## src/rtl/serdes_pkg.sv

```systemverilog
// Types and constants shared by the SerDes serializer and deserializer.
package serdes_pkg;

  typedef enum logic [2:0] {
    IDLE,
    START,
    DATA,
    PARITY,
    STOP
  } ser_state_t;

  localparam logic LINE_IDLE = 1'b1;
  localparam logic START_BIT = 1'b0;

  // Serial bits in one frame: start + data + optional parity + stop.
  function automatic int frame_bits(input int data_w, input bit parity_en);
    return data_w + 2 + (parity_en ? 1 : 0);
  endfunction

endpackage

```

## src/rtl/serdes_bit_timer.sv

```systemverilog
// Bit-period timer: bit_tick marks the last clock of each serial bit while run is high.
module serdes_bit_timer #(
  parameter int CLKS_PER_BIT = 4
) (
  input  logic clk,
  input  logic rst,
  input  logic run,
  output logic bit_tick
);

  localparam int CNT_W = (CLKS_PER_BIT > 1) ? $clog2(CLKS_PER_BIT) : 1;
  localparam logic [CNT_W-1:0] LAST = CNT_W'(CLKS_PER_BIT - 1);

  logic [CNT_W-1:0] cnt;

  // With CLKS_PER_BIT=1 LAST is zero, so cnt stays at 0 and every running cycle ticks.
  always_ff @(posedge clk) begin
    if (rst || !run || cnt == LAST) begin
      cnt <= '0;
    end else begin
      cnt <= cnt + 1'b1;
    end
  end

  assign bit_tick = run && (cnt == LAST);

endmodule

```

## src/rtl/serdes_serializer.sv

```systemverilog
// Framed LSB-first parallel-to-serial transmitter with valid/ready input.
// Optional even parity bit enabled by defining SERDES_SER_PARITY_EN.
module serdes_serializer
  import serdes_pkg::*;
#(
  parameter int DATA_W       = 8,
  parameter int CLKS_PER_BIT = 4
) (
  input  logic              clk,
  input  logic              rst,
  input  logic [DATA_W-1:0] in_data,
  input  logic              in_valid,
  output logic              in_ready,
  output logic              ser_out,
  output logic              busy,
  output logic              frame_done
);

  localparam int IDX_W = (DATA_W > 1) ? $clog2(DATA_W) : 1;
  localparam logic [IDX_W-1:0] LAST_IDX = IDX_W'(DATA_W - 1);

  ser_state_t        state;
  ser_state_t        state_nx;
  logic [IDX_W-1:0]  idx;
  logic [IDX_W-1:0]  idx_nx;
  logic [DATA_W-1:0] data_q;
  logic              bit_tick;
  logic              accept;
  logic              line_nx;
  logic              run;

  assign in_ready = (state == IDLE) && !rst;
  assign accept   = in_valid && in_ready;
  assign run      = (state != IDLE);

  serdes_bit_timer #(
    .CLKS_PER_BIT(CLKS_PER_BIT)
  ) u_bit_timer (
    .clk     (clk),
    .rst     (rst),
    .run     (run),
    .bit_tick(bit_tick)
  );

  always_comb begin
    state_nx = state;
    idx_nx   = idx;
    case (state)
      IDLE: begin
        if (accept) state_nx = START;
      end
      START: begin
        if (bit_tick) begin
          state_nx = DATA;
          idx_nx   = '0;
        end
      end
      DATA: begin
        if (bit_tick) begin
          if (idx == LAST_IDX) begin
`ifdef SERDES_SER_PARITY_EN
            state_nx = PARITY;
`else
            state_nx = STOP;
`endif
            idx_nx   = '0;
          end else begin
            idx_nx = idx + 1'b1;
          end
        end
      end
`ifdef SERDES_SER_PARITY_EN
      PARITY: begin
        if (bit_tick) state_nx = STOP;
      end
`endif
      STOP: begin
        if (bit_tick) state_nx = IDLE;
      end
      default: state_nx = IDLE;
    endcase
  end

  // Line level is decoded from the next state so ser_out can be a plain register.
  always_comb begin
    line_nx = LINE_IDLE;
    case (state_nx)
      START:   line_nx = START_BIT;
      DATA:    line_nx = data_q[idx_nx];
`ifdef SERDES_SER_PARITY_EN
      PARITY:  line_nx = ^data_q;
`endif
      default: line_nx = LINE_IDLE;
    endcase
  end

  always_ff @(posedge clk) begin
    if (rst) begin
      state      <= IDLE;
      idx        <= '0;
      data_q     <= '0;
      ser_out    <= LINE_IDLE;
      busy       <= 1'b0;
      frame_done <= 1'b0;
    end else begin
      state      <= state_nx;
      idx        <= idx_nx;
      if (accept) data_q <= in_data;
      ser_out    <= line_nx;
      busy       <= (state_nx != IDLE);
      frame_done <= (state == STOP) && bit_tick;
    end
  end

endmodule

```

## config.mk

```make
export PLATFORM = sky130hd
export DESIGN_NAME = serdes_serializer
export DESIGN_NICKNAME = d
export VERILOG_FILES = /design/src/rtl/serdes_pkg.sv /design/src/rtl/serdes_bit_timer.sv /design/src/rtl/serdes_serializer.sv
export SDC_FILE = /design/constraint.sdc
export NUM_CORES = 1
export LEC_CHECK = 0
export ABC_AREA = 0
export CAP_MARGIN = 10
export CORE_MARGIN = 2
export CORE_UTILIZATION = 30
export CTS_BUF_LIST = sky130_fd_sc_hd__clkbuf_2 sky130_fd_sc_hd__clkbuf_4 sky130_fd_sc_hd__clkbuf_8
export CTS_CLUSTER_DIAMETER = 40
export CTS_CLUSTER_SIZE = 30
export DETAILED_ROUTE_END_ITERATION = 7
export GPL_ROUTABILITY_DRIVEN = 0
export PLACE_DENSITY_LB_ADDON = 0.05
export SLEW_MARGIN = 0
export SYNTH_ARGS = -nofsm -noshare
export SYNTH_HDL_FRONTEND = slang
export SYNTH_HIERARCHICAL = 1
export SYNTH_SLANG_ARGS = --single-unit
```

## constraint.sdc

```tcl
create_clock -name clk -period 3.2 [get_ports clk]
set_clock_uncertainty 0.1 [all_clocks]
set_input_delay 0.64 -clock clk [delete_from_list [all_inputs] [get_ports clk]]
set_output_delay 0.64 -clock clk [all_outputs]
set_load 0.005 [all_outputs]
```

# [After elaboration in Yosys (flattened, before gate mapping)]
# Cells that the tools add are included.
[word_totals] output_inout_bits=4 wordCells=41 register_bits=19
[classes] n_eq_ne=7 magnitude_cmp=1 reduce_logical=11 n_addsub=2 n_mux=13
[op_table] cell="two-way mux 3 bit" count=8
[op_table] cell="case mux 3 bit (4 select lines)" count=1
[op_table] cell="equality test 3 x 1 -> 1 bit (second input constant)" count=2
[op_table] cell="equality test 3 x 2 -> 1 bit (second input constant)" count=2
[op_table] cell="equality test 3 bit (second input constant)" count=2
[op_table] cell="case mux 3 bit (2 select lines)" count=1
[op_table] cell="nonzero test 3 bit" count=2
[op_table] cell="logical AND 1 bit" count=4
[op_table] cell="less-than comparator 3 x 4 -> 1 bit (second input constant)" count=1
[op_table] cell="adder 3 x 1 -> 3 bit (second input constant)" count=1
[op_table] cell="binary-select mux 1 bit (select 3 bit)" count=1
[op_table] cell="zero test 3 bit" count=1
[op_table] cell="adder 2 x 1 -> 2 bit (second input constant)" count=1
[op_table] cell="equality test 2 bit (second input constant)" count=1
[op_table] cell="zero test 1 bit" count=2
[op_table] cell="logical OR 1 bit" count=2
[op_table] cell="case mux 1 bit (2 select lines)" count=1
[op_table] cell="two-way mux 1 bit" count=1

# [Longest topological paths before layout]
[logic_depth] depth_word=7 mapped_depth=10 mapped_depth_nobuf=9

# [By module]
# Netlist, hierarchy kept.
[modules_own_cells] module="serdes_serializer" cells_per_inst=101 seq_area_each_um2=340.3 area_each_um2=862.1 instances=1
[modules_own_cells] module="serdes_bit_timer" cells_per_inst=6 seq_area_each_um2=40.0 area_each_um2=86.3 instances=1

# [Worst setup path before layout]
# No wires, ideal clock.
[synth_timing] path_type="flip-flop to flip-flop" startpoint="reg state[1]" endpoint="reg ser_out" slack_ns=0.822 required_ns=2.970 synth_period_minus_slack_ns=2.378 t_arrival_ns=2.148 stages_incl_launch_ff=11 path_cell_list="dfxtp_1 buf_2 or3_1 and2_1 nor2b_4 a31oi_2 nand2_2 a2111oi_2 a31oi_1 nand3_1 a21oi_1"
[synth_between] elab_chain_len=7
[synth_lines] element="from (decl)" line="serdes_serializer.sv:22" text="ser_state_t state;"
[synth_lines] element="from (signal assigned)" line="serdes_serializer.sv:106" text="state <= state_nx;"
[synth_lines] element="nonzero test 3 bit (*)" line="serdes_serializer.sv:34" text="assign run = (state != IDLE);"
[synth_lines] element="via run" line="serdes_serializer.sv:30" text="logic run;"
[synth_lines] element="logical AND 1 bit (*)" line="serdes_bit_timer.sv:25" text="assign bit_tick = run && (cnt == LAST);"
[synth_lines] element="via bit_tick" line="serdes_serializer.sv:27" text="logic bit_tick;"
[synth_lines] element="two-way mux 3 bit (on tied branches)" line="serdes_serializer.sv:59, serdes_serializer.sv:53"
[synth_lines] element="case mux 3 bit (2 select lines)" line="serdes_serializer.sv:48" text="case (state)"
[synth_lines] element="binary-select mux 1 bit (select 3 bit)" line="serdes_serializer.sv:89" text="DATA: line_nx = data_q[idx_nx];"
[synth_lines] element="two-way mux 1 bit (implied by the code)" line="serdes_serializer.sv:89"
[synth_lines] element="case mux 1 bit (2 select lines) (*)" line="serdes_serializer.sv:87" text="case (state_nx)"
[synth_lines] element="to (signal assigned)" line="serdes_serializer.sv:109" text="ser_out <= line_nx;"
[synth_lines] element="to (decl)" line="serdes_serializer.sv:14" text="output logic ser_out,"
# Mark *: on every way through the listed nets, which the timed path passes. The rest lies on a longest branch. The select of a mux whose other input is x is not followed.
# A chain may end at the register's enable or synchronous reset.

# [Final worst setup path]
[layout_timing] startpoint="in rst" endpoint="out in_ready"
[layout_between] elab_chain_len=2
[layout_lines] element="from (decl)" line="serdes_serializer.sv:10" text="input logic rst,"
[layout_lines] element="zero test 1 bit" line="serdes_serializer.sv:32" text="assign in_ready = (state == IDLE) && !rst;"
[layout_lines] element="logical AND 1 bit" line="serdes_serializer.sv:32"
[layout_lines] element="to (decl)" line="serdes_serializer.sv:13" text="output logic in_ready,"
# No other way between the ends.

==> summary.md <==
| Metric | Value |
|---|---|
| DR vias | approximately 790 |
| Tcrit/Tclk final | a little over four fifths |
| Hold-fix buffers at CTS | 0 |
| Top delay family on crit path | buffers and inverters |
| Slew Limit Fails | 0 |
| First drt pass iteration count | 4 |
| Cells after Synth | 107 |
| Worst stage delay on the critical path | roughly 0.58 ns |
| Post-CTS Setup Bufs | 0 |
| TritonCTS Sinks | 19 |
| Clock-pin slew on the worst setup and hold paths | approximately 0.11 ns |
| CP Cell Sequence | clkdlybuf4s50_1, nor4_1, clkdlybuf4s50_1 |
| H-Tree Depth | 1 |
| Die area | 3630 µm² |
| Min-delay src | u_bit_timer/cnt[0] |
| Share of cells above drive strength 1 | between 10% and 20% |
| Root Driver | clkbuf_4 |
| R2r endpoint | ser_out |
| Die Y | ~60 µm |
| Detailed Place HPWL | between 1 and 1.5 mm |
| Syn nets | between 100 and 150 |
| Starting Density | a little under a third |
| Vias/cell | 4.71 |
| Critical Path Source Type | primary input |
| Flop2flop setup slack | about 0.60 ns |
| Hold path endpoint | u_bit_timer/cnt[0] |
| First-pass GRT wire length | approximately 3.5 mm |
| DR iter-0 viols | 27 |
| Final setup violating endpoints | 0 |
| Largest vdd supply drop | approximately 150 µV |
| Rows | 20 |
| RSZ-0062 raised after global routing | false |
| CP max FO | 3 |
| Cell Int Power | around 0.33 mW |
| Post-Syn Area per Cell | around 8.9 µm² |
| Post-synthesis cell area | between 900 and 1000 µm² |
| Cts repair resizes | 0 |
| Setup_tns | 0 ns |
| Worst Path Arrival | around 2.0 ns |
| Maxcap violations | 0 |
| Switching pwr | 0.103 mW |
| Sequential share of the synthesized area | around two fifths |
| Largest net degree at the start of global routing | 19 |
| GRT Total Usage | 12.9% |
| Layout area overhead | 24.1% |
| Num CTS Buffers | 3 |
| Clock network power share | a little under a third |
| Fin util | between 30% and 40% |
| Fmax | between 300 and 400 MHz |
| Initial antenna violation count | 0 |
| CTS tree | yes |
| DRC | 0 |
| Core Footprint | 3030 µm² |
| Worst R2R Path Depth | 9 |
| Power per cell area | between 300 and 400 nW/µm² |
| Post-synth top area share | about two fifths |
| Crit path time final | roughly 2.7 ns |
| Vias in the first global route | between 700 and 800 |
| Cell type with the largest total area after synthesis | dfxtp_1 |
| Combinational share of power | a little under an eighth |
| Skew-Pair Late Insertion Delay | about 0.29 ns |
| Fin nets | roughly 140 |
| Routed Antenna Nets | 0 |
| Hold Fails Final Rpt | 0 |
| Grt total ovfl | 0 |
| Crit path required time | ~2.5 ns |
| Outcome | complete, no violations |
| Crit path kind | primary input to output pin |
| Crit path top cell by count | clkdlybuf4s50_1 |
| Type of the worst min-delay path | flop to flop |
| Max_slew headroom | about 73% |
| Die W | ~60 µm |
| IO buf count | 14 |
| Synth warn | 6 |
| CP Capture Type | output pin |
| I/O pins | 15 |
| Worst path slowest cell | clkdlybuf4s50_1 |
| #FFs+latches synth | 19 |
| Reg2reg start | state[2] |
| Lkg Pwr | 0.478 nW |
| Worst hold stages | 1 |
| Routed WL | slightly above 2 mm |
| CTS max path bufs | 2 |
| Top cells by area, synth | dfxtp_1 (40%), nand2_1 (8.3%), nand3b_1 (6.3%) |
| Fillers | 324 |
| Actual slew at the worst max-slew pin | 0.396 ns |
| Number of cells on the critical path | 3 |
| Switch share | 23.6% |
| Drt wl/cell | approximately 12 µm |
| CP bufs+invs | 2 |
| Number of diodes | 0 |
| Netlist cell types | 32 |
| Sequential share of power | between 50% and 60% |
## synth_stat cells (all sizes together)
| master | n |
|---|---|
| a2111oi | 1 |
| a21o | 1 |
| a21oi | 4 |
| a221oi | 2 |
| a31oi | 3 |
| and2 | 4 |
| and3 | 4 |
| and4bb | 1 |
| buf | 3 |
| clkbuf | 1 |
| dfxtp | 19 |
| ha | 3 |
| inv | 1 |
| mux2i | 1 |
| nand2 | 22 |
| nand2b | 3 |
| nand3 | 4 |
| nand3b | 8 |
| nand4 | 1 |
| nand4b | 1 |
| nor2 | 6 |
| nor2b | 2 |
| nor3 | 5 |
| nor4 | 3 |
| nor4b | 1 |
| o21ai | 2 |
| or3 | 1 |
## metal layers
| layer | routed length [µm] | track usage (%) | part of all wire, % |
|---|---|---|---|
| met5 | 0 | 0 | 0 |
| met4 | 19 | 5.71 | 0.94 |
| met3 | 77 | 2.60 | 3.8 |
| met2 | 919 | 19.1 | 45 |
| met1 | 1010 | 17.9 | 50 |
## placed cells by master, fill, tap and decap left out, types with 4 or more instances in the layout
cell type	count
nand2_1	21
clkbuf_4	4
and3_1	4
nor2_1	5
nand3b_1	8
clkdlybuf4s50_1	14
and2_1	4
dfxtp_1	19
a21oi_1	4
nand3_1	4
nor3_1	5
## kinds of logic after synthesis
group | after synthesis | synth area share (%)
compound gates | 13 | 13.3
fa+ha+maj | 3 | 3.96
buf+inv | 5 | 2.37
flops | 19 | 40.1
mux | 1 | 1.06
simple gates | 66 | 39.2
## per-stage QoR
step	setup slack [ns]	std cells	area (µm²)	hold WS [ns]	power, mW
after global placement	0.518	164	1150	0.328	0.310
after global routing	0.380	168	1180	0.390	0.464
after floorplan	0.822	107	948	0.319	0.283
after CTS	0.475	168	1180	0.353	0.443
final	0.499	168	1180	0.351	0.436
after detailed placement	0.478	164	1150	0.336	0.311
## power groups by stage
stage,Clock (mW),Combinational [mW],Sequential (mW)
after floorplan,0,0.0251,0.258
after global placement,0,0.0521,0.258
after detailed placement,0,0.0524,0.258
after CTS,0.137,0.0527,0.253
after global routing,0.152,0.0578,0.255
final,0.132,0.0517,0.253
## worst register-to-register path, stage by stage (launching register included)
cell and delay, ns:
dfxtp_1 0.43, or3_1 0.47, and2_1 0.24, nor2b_4 0.16, a31oi_2 0.34, nand2_2 0.13
a2111oi_2 0.38, a31oi_1 0.07, nand3_1 0.10, a21oi_1 0.07
## worst max path at each step
stage,startpoint,end,slack [ns]
finish,rst,in_ready,0.50
global route,rst,in_ready,0.38
CTS,rst,in_ready,0.48
detailed placement,rst,in_ready,0.48
global placement,rst,in_ready,0.52
floorplan,state[1],ser_out,0.82
## layout make-up
type                            count  area, µm²  area share, %
Multi-Input combinational cell     83        546           46.3
Sequential cell                    19        380           32.3
Timing Repair Buffer               17        163           13.8
Tap cell                           44       55.1           4.68
Clock buffer                        4       30.0           2.55
Inverter                            1       3.75          0.319
## state kept, by name, summed over array words and instances (netlist names)
name	cells
data_q	8
idx	3
state	3
u_bit_timer/cnt	2
busy	1
frame_done	1
ser_out	1
Note: power is estimated with default switching activity, not from simulation.
